==> config.mk <==
export PLATFORM = sky130hd
export DESIGN_NAME = restador_serie
export DESIGN_NICKNAME = d
export VERILOG_FILES = /design/src/rtl/restador_pkg.sv /design/src/rtl/restador_serie_1bit.sv /design/src/rtl/restador_serie.sv
export SDC_FILE = /design/constraint.sdc
export NUM_CORES = 1
export LEC_CHECK = 0
export ABC_CLOCK_PERIOD_IN_PS = 1300
export BUFFER_PORTS_ARGS = -buffer_cell sky130_fd_sc_hd__buf_4
export CAP_MARGIN = 10
export CORE_AREA = 2 2 49 51
export CTS_BUF_LIST = sky130_fd_sc_hd__clkbuf_4 sky130_fd_sc_hd__clkbuf_8
export DETAILED_ROUTE_END_ITERATION = 10
export DIE_AREA = 0 0 51 53
export PLACE_DENSITY_LB_ADDON = 0.15
export SYNTH_ARGS = -nofsm -noshare
export SYNTH_HDL_FRONTEND = slang
export SYNTH_SLANG_ARGS = --single-unit
==> constraint.sdc <==
create_clock -name clk -period 1.3 [get_ports clk]
set_input_delay 0.065 -clock clk [delete_from_list [all_inputs] [get_ports clk]]
set_output_delay 0.065 -clock clk [all_outputs]
set_load 0.02 [all_outputs]
==> src/rtl/restador_pkg.sv <==
// restador_pkg: shared types and bit-level subtract helpers for restador_serie.
// Holds the FSM state type and the full-subtractor difference/borrow functions.
package restador_pkg;

   typedef enum logic [0:0] {
      IDLE  = 1'b0,
      SHIFT = 1'b1
   } state_t;

   function automatic logic sub_diff(
      input logic ai,
      input logic bi,
      input logic bin
   );
      return ai ^ bi ^ bin;
   endfunction

   function automatic logic sub_borrow(
      input logic ai,
      input logic bi,
      input logic bin
   );
      return (~ai & bi) | (~(ai ^ bi) & bin);
   endfunction

endpackage

==> src/rtl/restador_serie_1bit.sv <==
// restador_1bit: combinational full subtractor, d = ai - bi - bin.
// Ports: ai, bi, bin in; d (difference), bout (borrow out) out.
module restador_1bit
   import restador_pkg::*;
(
   input  logic ai,
   input  logic bi,
   input  logic bin,
   output logic d,
   output logic bout
);

   assign d    = sub_diff(ai, bi, bin);
   assign bout = sub_borrow(ai, bi, bin);

endmodule

==> src/rtl/restador_serie.sv <==
// restador_serie: bit-serial subtractor, res = a - b, LSB first, start/done.
// Ports: clk, rst (sync high), start, a, b in; busy, done, res, borrow, ovf out.
module restador_serie
   import restador_pkg::*;
#(
   parameter int WIDTH = 4
) (
   input  logic             clk,
   input  logic             rst,
   input  logic             start,
   input  logic [WIDTH-1:0] a,
   input  logic [WIDTH-1:0] b,
   output logic             busy,
   output logic             done,
   output logic [WIDTH-1:0] res,
   output logic             borrow,
   output logic             ovf
);

   localparam int CNT_W = $clog2(WIDTH);
   localparam logic [CNT_W-1:0] LAST = CNT_W'(WIDTH - 1);

   state_t           state;
   logic [WIDTH-1:0] areg;
   logic [WIDTH-1:0] breg;
   logic [WIDTH-1:0] sreg;
   logic [CNT_W-1:0] cnt;
   logic             br;
   logic             amsb;
   logic             bmsb;

   logic             d;
   logic             bout;
   logic [WIDTH-1:0] sreg_n;

   restador_1bit u_bit (
      .ai   (areg[0]),
      .bi   (breg[0]),
      .bin  (br),
      .d    (d),
      .bout (bout)
   );

   // New difference bit enters at the MSB; after WIDTH shifts
   // the LSB computed first has reached bit 0.
   assign sreg_n = {d, sreg[WIDTH-1:1]};

   always_ff @(posedge clk) begin
      if (rst) begin
         state  <= IDLE;
         areg   <= '0;
         breg   <= '0;
         sreg   <= '0;
         cnt    <= '0;
         br     <= 1'b0;
         amsb   <= 1'b0;
         bmsb   <= 1'b0;
         busy   <= 1'b0;
         done   <= 1'b0;
         res    <= '0;
         borrow <= 1'b0;
         ovf    <= 1'b0;
      end else begin
         unique case (1'b1)
            (state == IDLE): begin
               done <= 1'b0;
               if (start) begin
                  areg  <= a;
                  breg  <= b;
                  amsb  <= a[WIDTH-1];
                  bmsb  <= b[WIDTH-1];
                  cnt   <= '0;
                  br    <= 1'b0;
                  busy  <= 1'b1;
                  state <= SHIFT;
               end
            end
            (state == SHIFT): begin
               areg <= {1'b0, areg[WIDTH-1:1]};
               breg <= {1'b0, breg[WIDTH-1:1]};
               sreg <= sreg_n;
               cnt  <= cnt + CNT_W'(1);
               br   <= bout;
               if (cnt == LAST) begin
                  res    <= sreg_n;
                  borrow <= bout;
                  // d is the result MSB on the final edge
                  ovf    <= (amsb != bmsb) && (d != amsb);
                  done   <= 1'b1;
                  busy   <= 1'b0;
                  state  <= IDLE;
               end
            end
            default: state <= IDLE;
         endcase
      end
   end

endmodule
==> impl_metrics.csv, run 1 <==
group,metric,value,unit
flow_run,cap_violations,0,
worst_setup_path,cp-end-kind,"flop",
die,initial_core_util,0.491,
timing,period_needed,1400,ps
synth,synth_fa_ha_area_frac,0.0308,
synth,synth_top_family_by_area,"multiplexers",
route,via_per_inst,4.87,
clocking,cts_tree,"built",
timing,setup_slack,-97.0,ps
clocking,worstSkewPairLatency,300,ps
die,fp.dieH,53,um
timing,setup_viol,2,
synth,synth_async_sr_flop_share,0,
clocking,h-tree-depth,1,
final_layout,diodes,0,
placed_design,dp_slack,-78.9,ps
clocking,cts.sinks,25,
timing,hold_ws,99.1,ps
worst_setup_path,cp_max_fo,3,
synth,syn-mean-instance-area,9.86,um2
timing,period_share,1.07,
timing,worstMarginPinSlew,250,ps
placed_design,hpwlAfterDp,1300,um
timing,skew,3.78,ps
worst_setup_path,arrival,1600,ps
route,ant_nets,0,
grt,grt_pass1_wl,3110,um
worst_setup_path,path_class,"flop to flop",
clocking,clock_path_buffers,2,
final_layout,layout_common_cells,"dfxtp_1, buf_4, nor2_1, mux2i_1, nand2_1",
worst_setup_path,worstPathRequired,1500,ps
placed_design,port_buffers,18,
synth,ys_ff_latch,25,
worst_setup_path,start_kind,"flop",
final_layout,drive_above_1_share,0.289,
route,initialDrtViolationCount,7,
synth,seq_area_frac_synth,0.474,
synth,synth-simple-area-share,0.176,
route,first_pass_iters,4,
final_layout,final_common_cell,"dfxtp_1",
die,dieArea,2700,um2
synth,netlist.area_leader.share,0.474,
clocking,numCtsBuffers,3,
synth,synth_compound_area_frac,0.0629,
synth,syn_inst,107,
timing,timing.fmax,716,MHz
synth,synth_top_cell_by_area,"dfxtp_1",
placed_design,gp_congestion,0.706,
grt,grt_pass1_vias,715,
synth,ys.flop_type,"dfxtp_1",
timing,maxSlewHeadroom,0.833,
synth,ys_types,24,
clocking,path_clk_slew,120,ps
synth,synth_edf_count,0,
die,dieWidth,51,um
worst_setup_path,r2r_slack,-100,ps
clocking,ctsRootBufferMaster,"clkbuf_4",
route,wl,1750,um
final_layout,nets,142,
synth,synth_fp_nets,120,
outcome,status,"finished, violations left",
timing,drv_slew,0,
synth,synthTopCellsByArea,"dfxtp_1, mux2i_1, nor2_1, mux2_2, a21oi_1",
synth,synthXorXnorAreaFrac,0,
route,drc,0,
grt,track_usage,0.159,
grt,grt_start_max_net_pins,26,
timing,finalHoldViolations,0,
timing,rsz0062_at_grt,"true",
synth,syn_area,1050,um2
grt,grt_overflow,0,
pwr,leakagePower,0.532,nW
hold_path,hp-class,"input port to flop",
grt,antenna_found_initial,0,
final_layout,area_growth,19.3,%
die,num_rows,17,
synth,yosysWarnings,0,
outcome,failed_checks,"setup timing",
pwr,pwr_density_cell,1070,nW/um2
route,vias,759,
route,routedWlPerCell,11.2,um
die,num_io_pins,19,
synth,synthMuxAreaShare,0.195,
pwr,peakVddDrop,747,uV
die,core-area,2150,um2
[flip-flops by register name (all words and copies together) (netlist names)]
signal and cells:
br 1, amsb 1, breg 4, borrow 1, bmsb 1, ovf 1
done 1, res 4, busy 1, state 1, areg 4, sreg 3
cnt 2
[worst max-delay path, cell delays in order, from the launching register on]
cell	delay [ps]
dfxtp_2	340
inv_2	40
fa_1	500
and3b_1	190
a211oi_2	160
nor3_1	70
[per-layer routing]
metal  global-route usage  share of wire
met5                    0              0
met4               0.0946         0.0091
met3               0.0339          0.036
met1                0.189           0.48
met2                0.264           0.48
[power breakdown]
group / leakage, nW / switching (mW) / internal (mW) / total, mW
sequential: 0.204 / 0.0203 / 0.797 / 0.817
clock: 0.0184 / 0.208 / 0.140 / 0.348
combinational: 0.309 / 0.0814 / 0.103 / 0.184
[synth_stat cells (2+ instances only)]
library cell and count:
nor2_1 19, mux2_4 2, nor3b_1 3, nor3_1 4
buf_2 2, mux2_2 4, nand2b_1 2, buf_4 2
dfxtp_1 25, a211oi_1 2, mux2i_1 13, inv_1 3
a21oi_1 7, nand2_1 9
[what timing repair did]
action	4_1_cts	5_1_grt
pin swaps	1	0
resized for setup	0	1
buffers inserted	1	0
endpoints found under the hold margin	2	0
hold buffers	2	0
gates cloned	0	0
endpoints found under the setup margin	2	4
[path summary, 6_finish.rpt]
check / endpoint / cells past startpoint / from
hold / removal: res[0]$_SDFFE_PP0P_ / 2 / rst
hold reg to reg: res[1]$_SDFFE_PP0P_ / 2 / res[1]$_SDFFE_PP0P_
setup / recovery: ovf$_SDFFE_PP0P_ / 5 / br$_SDFFE_PP0P_
setup reg to reg: ovf$_SDFFE_PP0P_ / 5 / br$_SDFFE_PP0P_
[stage by stage]
step / power (mW) / instances / setup TNS (ps) / utilization / area (um2)
finish: 1.35 / 156 / -120 / 0.586 / 1260
global route: 1.43 / 156 / -313 / 0.586 / 1260
CTS: 1.37 / 156 / -127 / 0.585 / 1260
detailed placement: 1.02 / 149 / -86.5 / 0.559 / 1200
global placement: 1.01 / 149 / -38.5 / 0.559 / 1200
floorplan: 0.962 / 107 / -25.1 / - / 1060
[final cells by class]
| type | instances | area, um2 |
|---|---|---|
| sequential | 25 | 502 |
| tap | 28 | 35.0 |
| fill | 202 | 890 |
| multi-input combinational | 72 | 495 |
| clock buffer | 4 | 30.0 |
| inverter | 3 | 11.3 |
| timing repair buffer | 24 | 185 |
[cell families (layout without fill, tap and decap cells)]
family	Yosys count	after routing
buf+inv	10	31
fa+ha+maj	2	2
compound gates	11	11
simple gates	40	40
flops	25	25
mux	19	19
No activity file was read; power rests on OpenSTA's default activity.
==> run 2, diff against run 1 <==
--- a/config.mk
+++ b/config.mk
@@ -5,13 +5,13 @@
 export SDC_FILE = /design/constraint.sdc
 export NUM_CORES = 1
 export LEC_CHECK = 0
-export ABC_CLOCK_PERIOD_IN_PS = 1300
+export ABC_CLOCK_PERIOD_IN_PS = 1750
 export BUFFER_PORTS_ARGS = -buffer_cell sky130_fd_sc_hd__buf_4
 export CAP_MARGIN = 10
-export CORE_AREA = 2 2 49 51
+export CORE_AREA = 2 2 47 49
 export CTS_BUF_LIST = sky130_fd_sc_hd__clkbuf_4 sky130_fd_sc_hd__clkbuf_8
 export DETAILED_ROUTE_END_ITERATION = 10
-export DIE_AREA = 0 0 51 53
+export DIE_AREA = 0 0 49 51
 export PLACE_DENSITY_LB_ADDON = 0.15
 export SYNTH_ARGS = -nofsm -noshare
 export SYNTH_HDL_FRONTEND = slang
==> constraint.sdc (replaced) <==
create_clock -name clk -period 1.75 [get_ports clk]
set_input_delay 0.0875 -clock clk [delete_from_list [all_inputs] [get_ports clk]]
set_output_delay 0.0875 -clock clk [all_outputs]
set_load 0.02 [all_outputs]
==> run 2 against run 1 <==
The flow now finishes without violations. Cell area is 2.6% lower. Critical path depth unchanged. Count of clock-buffer cells in the layout down 1. Fmax shrank 7.9%. Non-clock buffer count shrank 3. Wire length rose by 0.23%. Total power decreased by 25%. Via count fell by 0.26%. Core utilization is 0.84 points higher. Setup slack gained 330 ps. Clock power is 23% lower. Global-route usage down 0.57 points.
==> impl_metrics.csv, run 2 (synthesis results as in run 1) <==
group,metric,value,unit
outcome,status,"complete, no violations",
flow_run,cap_violations,0,
route,via_per_inst,4.95,
placed_design,gp_congestion,0.719,
timing,worstMarginPinSlew,327,ps
grt,antenna_found_initial,0,
clocking,post_cts_buffers,0,
worst_setup_path,cp-end-kind,"flop",
final_layout,stdcell_count,153,
die,dieArea,2500,um2
route,wl,1760,um
pwr,p_sw_frac,0.255,
timing,maxSlewHeadroom,0.782,
final_layout,n_fill_cell,192,
pwr,p_total,1.01,mW
grt,grt_pass1_wl,2950,um
clocking,numCtsBuffers,3,
route,vias,757,
worst_setup_path,crit_end,"ovf$_SDFFE_PP0P_",
worst_setup_path,start_kind,"flop",
final_layout,nets,139,
pwr,p_seq_frac,0.606,
pwr,leakagePower,0.514,nW
worst_setup_path,arrival,1750,ps
worst_setup_path,r2r_slack,230,ps
pwr,pwr_density_cell,821,nW/um2
die,dieWidth,49,um
worst_setup_path,path_class,"flop to flop",
worst_setup_path,cp_max_fo,4,
final_layout,final_area,1230,um2
placed_design,port_buffers,18,
clocking,worstSkewPairLatency,320,ps
placed_design,dpl.cell_count,148,
placed_design,hpwlAfterDp,1290,um
final_layout,diodes,0,
worst_setup_path,cp-startpoint,"breg[0]$_SDFFE_PP0P_",
timing,finalHoldViolations,0,
clocking,path_clk_slew,140,ps
grt,grt_start_max_net_pins,26,
die,initial_core_util,0.511,
timing,skew,4.72,ps
route,initialDrtViolationCount,7,
timing,timing.fmax,659,MHz
grt,grt_overflow,0,
hold_path,hp-class,"input port to flop",
clocking,ctsRootBufferMaster,"clkbuf_4",
pwr,combPwrFrac,0.127,
timing,setup_viol,0,
final_layout,drive_above_1_share,0.248,
final_layout,area_growth,16.3,%
pwr,p_clk_frac,0.268,
route,ant_nets,0,
die,num_rows,17,
pwr,peakVddDrop,594,uV
pwr,p_sw,257,uW
timing,period_share,0.867,
placed_design,placed_cell_area,1190,um2
die,num_io_pins,19,
timing,setup_slack,233,ps
pwr,p_int,750,uW
die,fp.dieH,51,um
worst_setup_path,r2r-end,"ovf$_SDFFE_PP0P_",
clocking,cts_tree,"built",
placed_design,dp_slack,235,ps
clocking,clock_path_buffers,2,
timing,tns,0,ps
final_layout,layout_common_cells,"dfxtp_1, buf_4, nor2_1, mux2i_1, nand2_1",
route,drc,0,
route,first_pass_iters,2,
final_layout,reg_top3,"areg x4, breg x4, res x4",
grt,track_usage,0.153,
final_layout,final_core_util,0.594,
die,core-area,2060,um2
clocking,h-tree-depth,1,
worst_setup_path,reg2reg_from,"breg[0]$_SDFFE_PP0P_",
timing,rsz0062_at_grt,"false",
worst_setup_path,worstPathRequired,1980,ps
final_layout,final_common_cell,"dfxtp_1",
timing,drv_slew,0,
route,routedWlPerCell,11.5,um
timing,period_needed,1520,ps
timing,hold_ws,15.5,ps
clocking,cts.sinks,25,
grt,grt_pass1_vias,696,
worst_setup_path,rr_worst_depth,5,
==> run 2: changes by cell type in the layout (fill, tap and decap cells not counted), sizes merged <==
cell / change
clkbuf: -1
dlygate4sd3: -1
clkinvlp: +1
buf: -2
==> run 2: area by class of cell <==
type                    instances  area (um2)  share of cell area
inverters                       3        11.3             0.00918
multi-input cells              72         489               0.399
repair buffers                 21         160               0.131
well taps                      28        35.0              0.0286
flip-flops and latches         25         500               0.408
clock buffers                   3        22.5              0.0184
clock inverters                 1        7.51             0.00612
==> run 2: worst max-delay path, cell delays in order (launching register included) <==
cell and delay, ps:
dfxtp_1 350, inv_1 60, fa_1 530, and3b_1 210, a211oi_1 210, nor3_1 70
==> run 2: power by group through the flow <==
stage | sequential [mW] | combinational [mW] | clock (mW)
3_3_place_gp | 0.621 | 0.122 | 0
2_1_floorplan | 0.619 | 0.0950 | 0
6_report | 0.610 | 0.128 | 0.269
3_5_place_dp | 0.623 | 0.127 | 0
5_1_grt | 0.614 | 0.142 | 0.300
4_1_cts | 0.610 | 0.129 | 0.277
==> run 2: worst min path at each step <==
stage                     slack, ps  from           endpoint  depth (start not counted)
after global placement          330  a[3]  amsb$_SDFFE_PP0P_                          3
after global routing             30  b[3]  bmsb$_SDFFE_PP0P_                          3
final                            20  b[3]  bmsb$_SDFFE_PP0P_                          3
after detailed placement        350  a[3]  amsb$_SDFFE_PP0P_                          3
after floorplan                 230  a[3]  amsb$_SDFFE_PP0P_                          2
after CTS                        20  b[3]  bmsb$_SDFFE_PP0P_                          3
==> run 2: timing repair <==
action	4_1_cts	5_1_grt
gates resized for setup	0	0
hold buffers	1	0
hold endpoints to repair	1	0
==> run 2: routing by layer <==
layer | up-vias | track usage | part of all wire
met5 | - | 0 | 0
met4 | 0 | 0.0714 | 0.013
met3 | 2 | 0.0263 | 0.038
met2 | 14 | 0.265 | 0.47
met1 | 350 | 0.187 | 0.48
li1 | 391 | - | -
==> run 3, diff against run 2 <==
--- a/config.mk
+++ b/config.mk
@@ -8,10 +8,10 @@
 export ABC_CLOCK_PERIOD_IN_PS = 1750
 export BUFFER_PORTS_ARGS = -buffer_cell sky130_fd_sc_hd__buf_4
 export CAP_MARGIN = 10
-export CORE_AREA = 2 2 47 49
-export CTS_BUF_LIST = sky130_fd_sc_hd__clkbuf_4 sky130_fd_sc_hd__clkbuf_8
+export CORE_AREA = 4 4 49 51
+export CTS_BUF_LIST = sky130_fd_sc_hd__clkbuf_4 sky130_fd_sc_hd__clkbuf_8 sky130_fd_sc_hd__clkbuf_16
 export DETAILED_ROUTE_END_ITERATION = 10
-export DIE_AREA = 0 0 49 51
+export DIE_AREA = 0 0 53 55
 export PLACE_DENSITY_LB_ADDON = 0.15
 export SYNTH_ARGS = -nofsm -noshare
 export SYNTH_HDL_FRONTEND = slang
==> run 3 against run 2 <==
Cell area decreased by 0.92%. Final cell count decreased by 1.3%. Die area increased by 17%. Non-clock buffer count decreased by 1. Total power about the same. Via count increased by 0.13%. Setup slack improved by 17 ps. Critical path type unchanged.
==> impl_metrics.csv, run 3 (synthesis results as in run 1) <==
group,metric,value,unit
timing,period_needed,1500,ps
grt,grt_start_max_net_pins,26,
outcome,status,"complete, no violations",
timing,maxSlewHeadroom,0.831,
worst_setup_path,cp_max_fo,4,
placed_design,gp_congestion,0.710,
worst_setup_path,path_cells,"inv_1 > fa_1 > and3b_1 > a211oi_1 > nor3_1",
clocking,ctsRootBufferMaster,"clkbuf_4",
hold_path,hp-class,"input port to flop",
die,fp.dieH,55,um
worst_setup_path,worstPathRequired,1970,ps
timing,period_share,0.857,
clocking,hold_buffers,0,
timing,skew,11.3,ps
final_layout,final_core_util,0.626,
worst_setup_path,crit_buf_inv,1,
grt,grt_pass1_vias,748,
die,dieWidth,53,um
route,wl,1730,um
clocking,numCtsBuffers,3,
clocking,worstSkewPairLatency,320,ps
route,initialDrtViolationCount,4,
die,num_io_pins,19,
timing,timing.fmax,666,MHz
pwr,leakagePower,0.514,nW
route,first_pass_iters,2,
placed_design,hpwlAfterDp,1230,um
worst_setup_path,reg2reg_from,"breg[0]$_SDFFE_PP0P_",
worst_setup_path,start_kind,"flop",
final_layout,final_area,1210,um2
clocking,h-tree-depth,1,
route,via_per_inst,5.02,
pwr,pwr_density_cell,829,nW/um2
placed_design,port_buffers,18,
timing,hold_ws,9.14,ps
grt,antenna_found_initial,0,
route,ant_nets,0,
clocking,post_cts_resized,0,
die,dieArea,2920,um2
timing,drv_slew,0,
timing,setup_viol,0,
final_layout,drive_above_1_share,0.250,
timing,worstMarginPinSlew,253,ps
clocking,post_cts_buffers,0,
route,drc,0,
final_layout,layout_common_cells,"dfxtp_1, buf_4, nor2_1, mux2i_1, nand2_1",
worst_setup_path,cp-startpoint,"breg[0]$_SDFFE_PP0P_",
timing,setup_slack,249,ps
clocking,clock_path_buffers,2,
timing,rsz0062_at_grt,"false",
die,num_rows,16,
worst_setup_path,cp-end-kind,"flop",
grt,track_usage,0.143,
clocking,path_clk_slew,140,ps
grt,grt_overflow,0,
worst_setup_path,cpLargestDelayFamily,"adder cells",
worst_setup_path,path_class,"flop to flop",
route,vias,758,
final_layout,multi_input_area,489,um2
final_layout,nets,138,
final_layout,final_common_cell,"dfxtp_1",
worst_setup_path,arrival,1720,ps
pwr,p_total,1.01,mW
die,core-area,1940,um2
final_layout,reg_top3,"areg x4, breg x4, res x4",
placed_design,placed_cell_area,1180,um2
final_layout,seqCellArea,500,um2
grt,grt_pass1_wl,3020,um
final_layout,stdcell_count,151,
timing,finalHoldViolations,0,
die,initial_core_util,0.543,
clocking,cts_tree,"built",
route,routedWlPerCell,11.5,um
hold_path,min_from,"a[3]",
placed_design,dpl.cell_count,147,
clocking,cts.sinks,25,
flow_run,cap_violations,0,
timing,tns,0,ps
final_layout,diodes,0,
worst_setup_path,critPathMaxStageDelay,530,ps
placed_design,dp_slack,227,ps
final_layout,area_growth,15.2,%
pwr,peakVddDrop,600,uV
worst_setup_path,crit_slowest_cell,"fa_1",
final_layout,n_fill_cell,176,
-- run 3: cell count changes in the layout (fill, tap and decap cells not counted), sizes merged --
cell,previous run,this run
dlygate4sd3,1,0
clkinvlp,1,0
clkbuf,3,4
-- run 3: worst register-to-register path, cell delays in order (launching register included) --
cell and delay [ps]:
dfxtp_1 350, inv_1 60, fa_1 530, and3b_1 200, a211oi_1 210, nor3_1 70
-- run 3: layer usage --
layer / wire length [um] / vias up / track usage
met3: 76 / 5 / 0.0241
met4: 43 / 0 / 0.0894
met5: 0 / - / 0
li1: - / 388 / -
met1: 847 / 348 / 0.167
met2: 764 / 17 / 0.244
-- run 3: path summary, 6_finish.rpt --
path / endpoint / slack (ps) / depth (start not counted)
worst min-delay path: amsb$_SDFFE_PP0P_ / 9 / 3
worst min register to register: res[3]$_SDFFE_PP0P_ / 470 / 2
worst max-delay path: ovf$_SDFFE_PP0P_ / 250 / 5
worst max register to register: ovf$_SDFFE_PP0P_ / 250 / 5
-- run 3: layout make-up --
type                    count  area share
well taps                  27      0.0278
flip-flops and latches     25       0.412
multi-input cells          72       0.403
clock buffers               4      0.0247
repair buffers             20       0.124
inverters                   3     0.00927
-- run 3: where the power goes --
part           internal (mW)  switching (mW)
sequential             0.592          0.0139
combinational         0.0687          0.0586
clock                  0.105           0.169
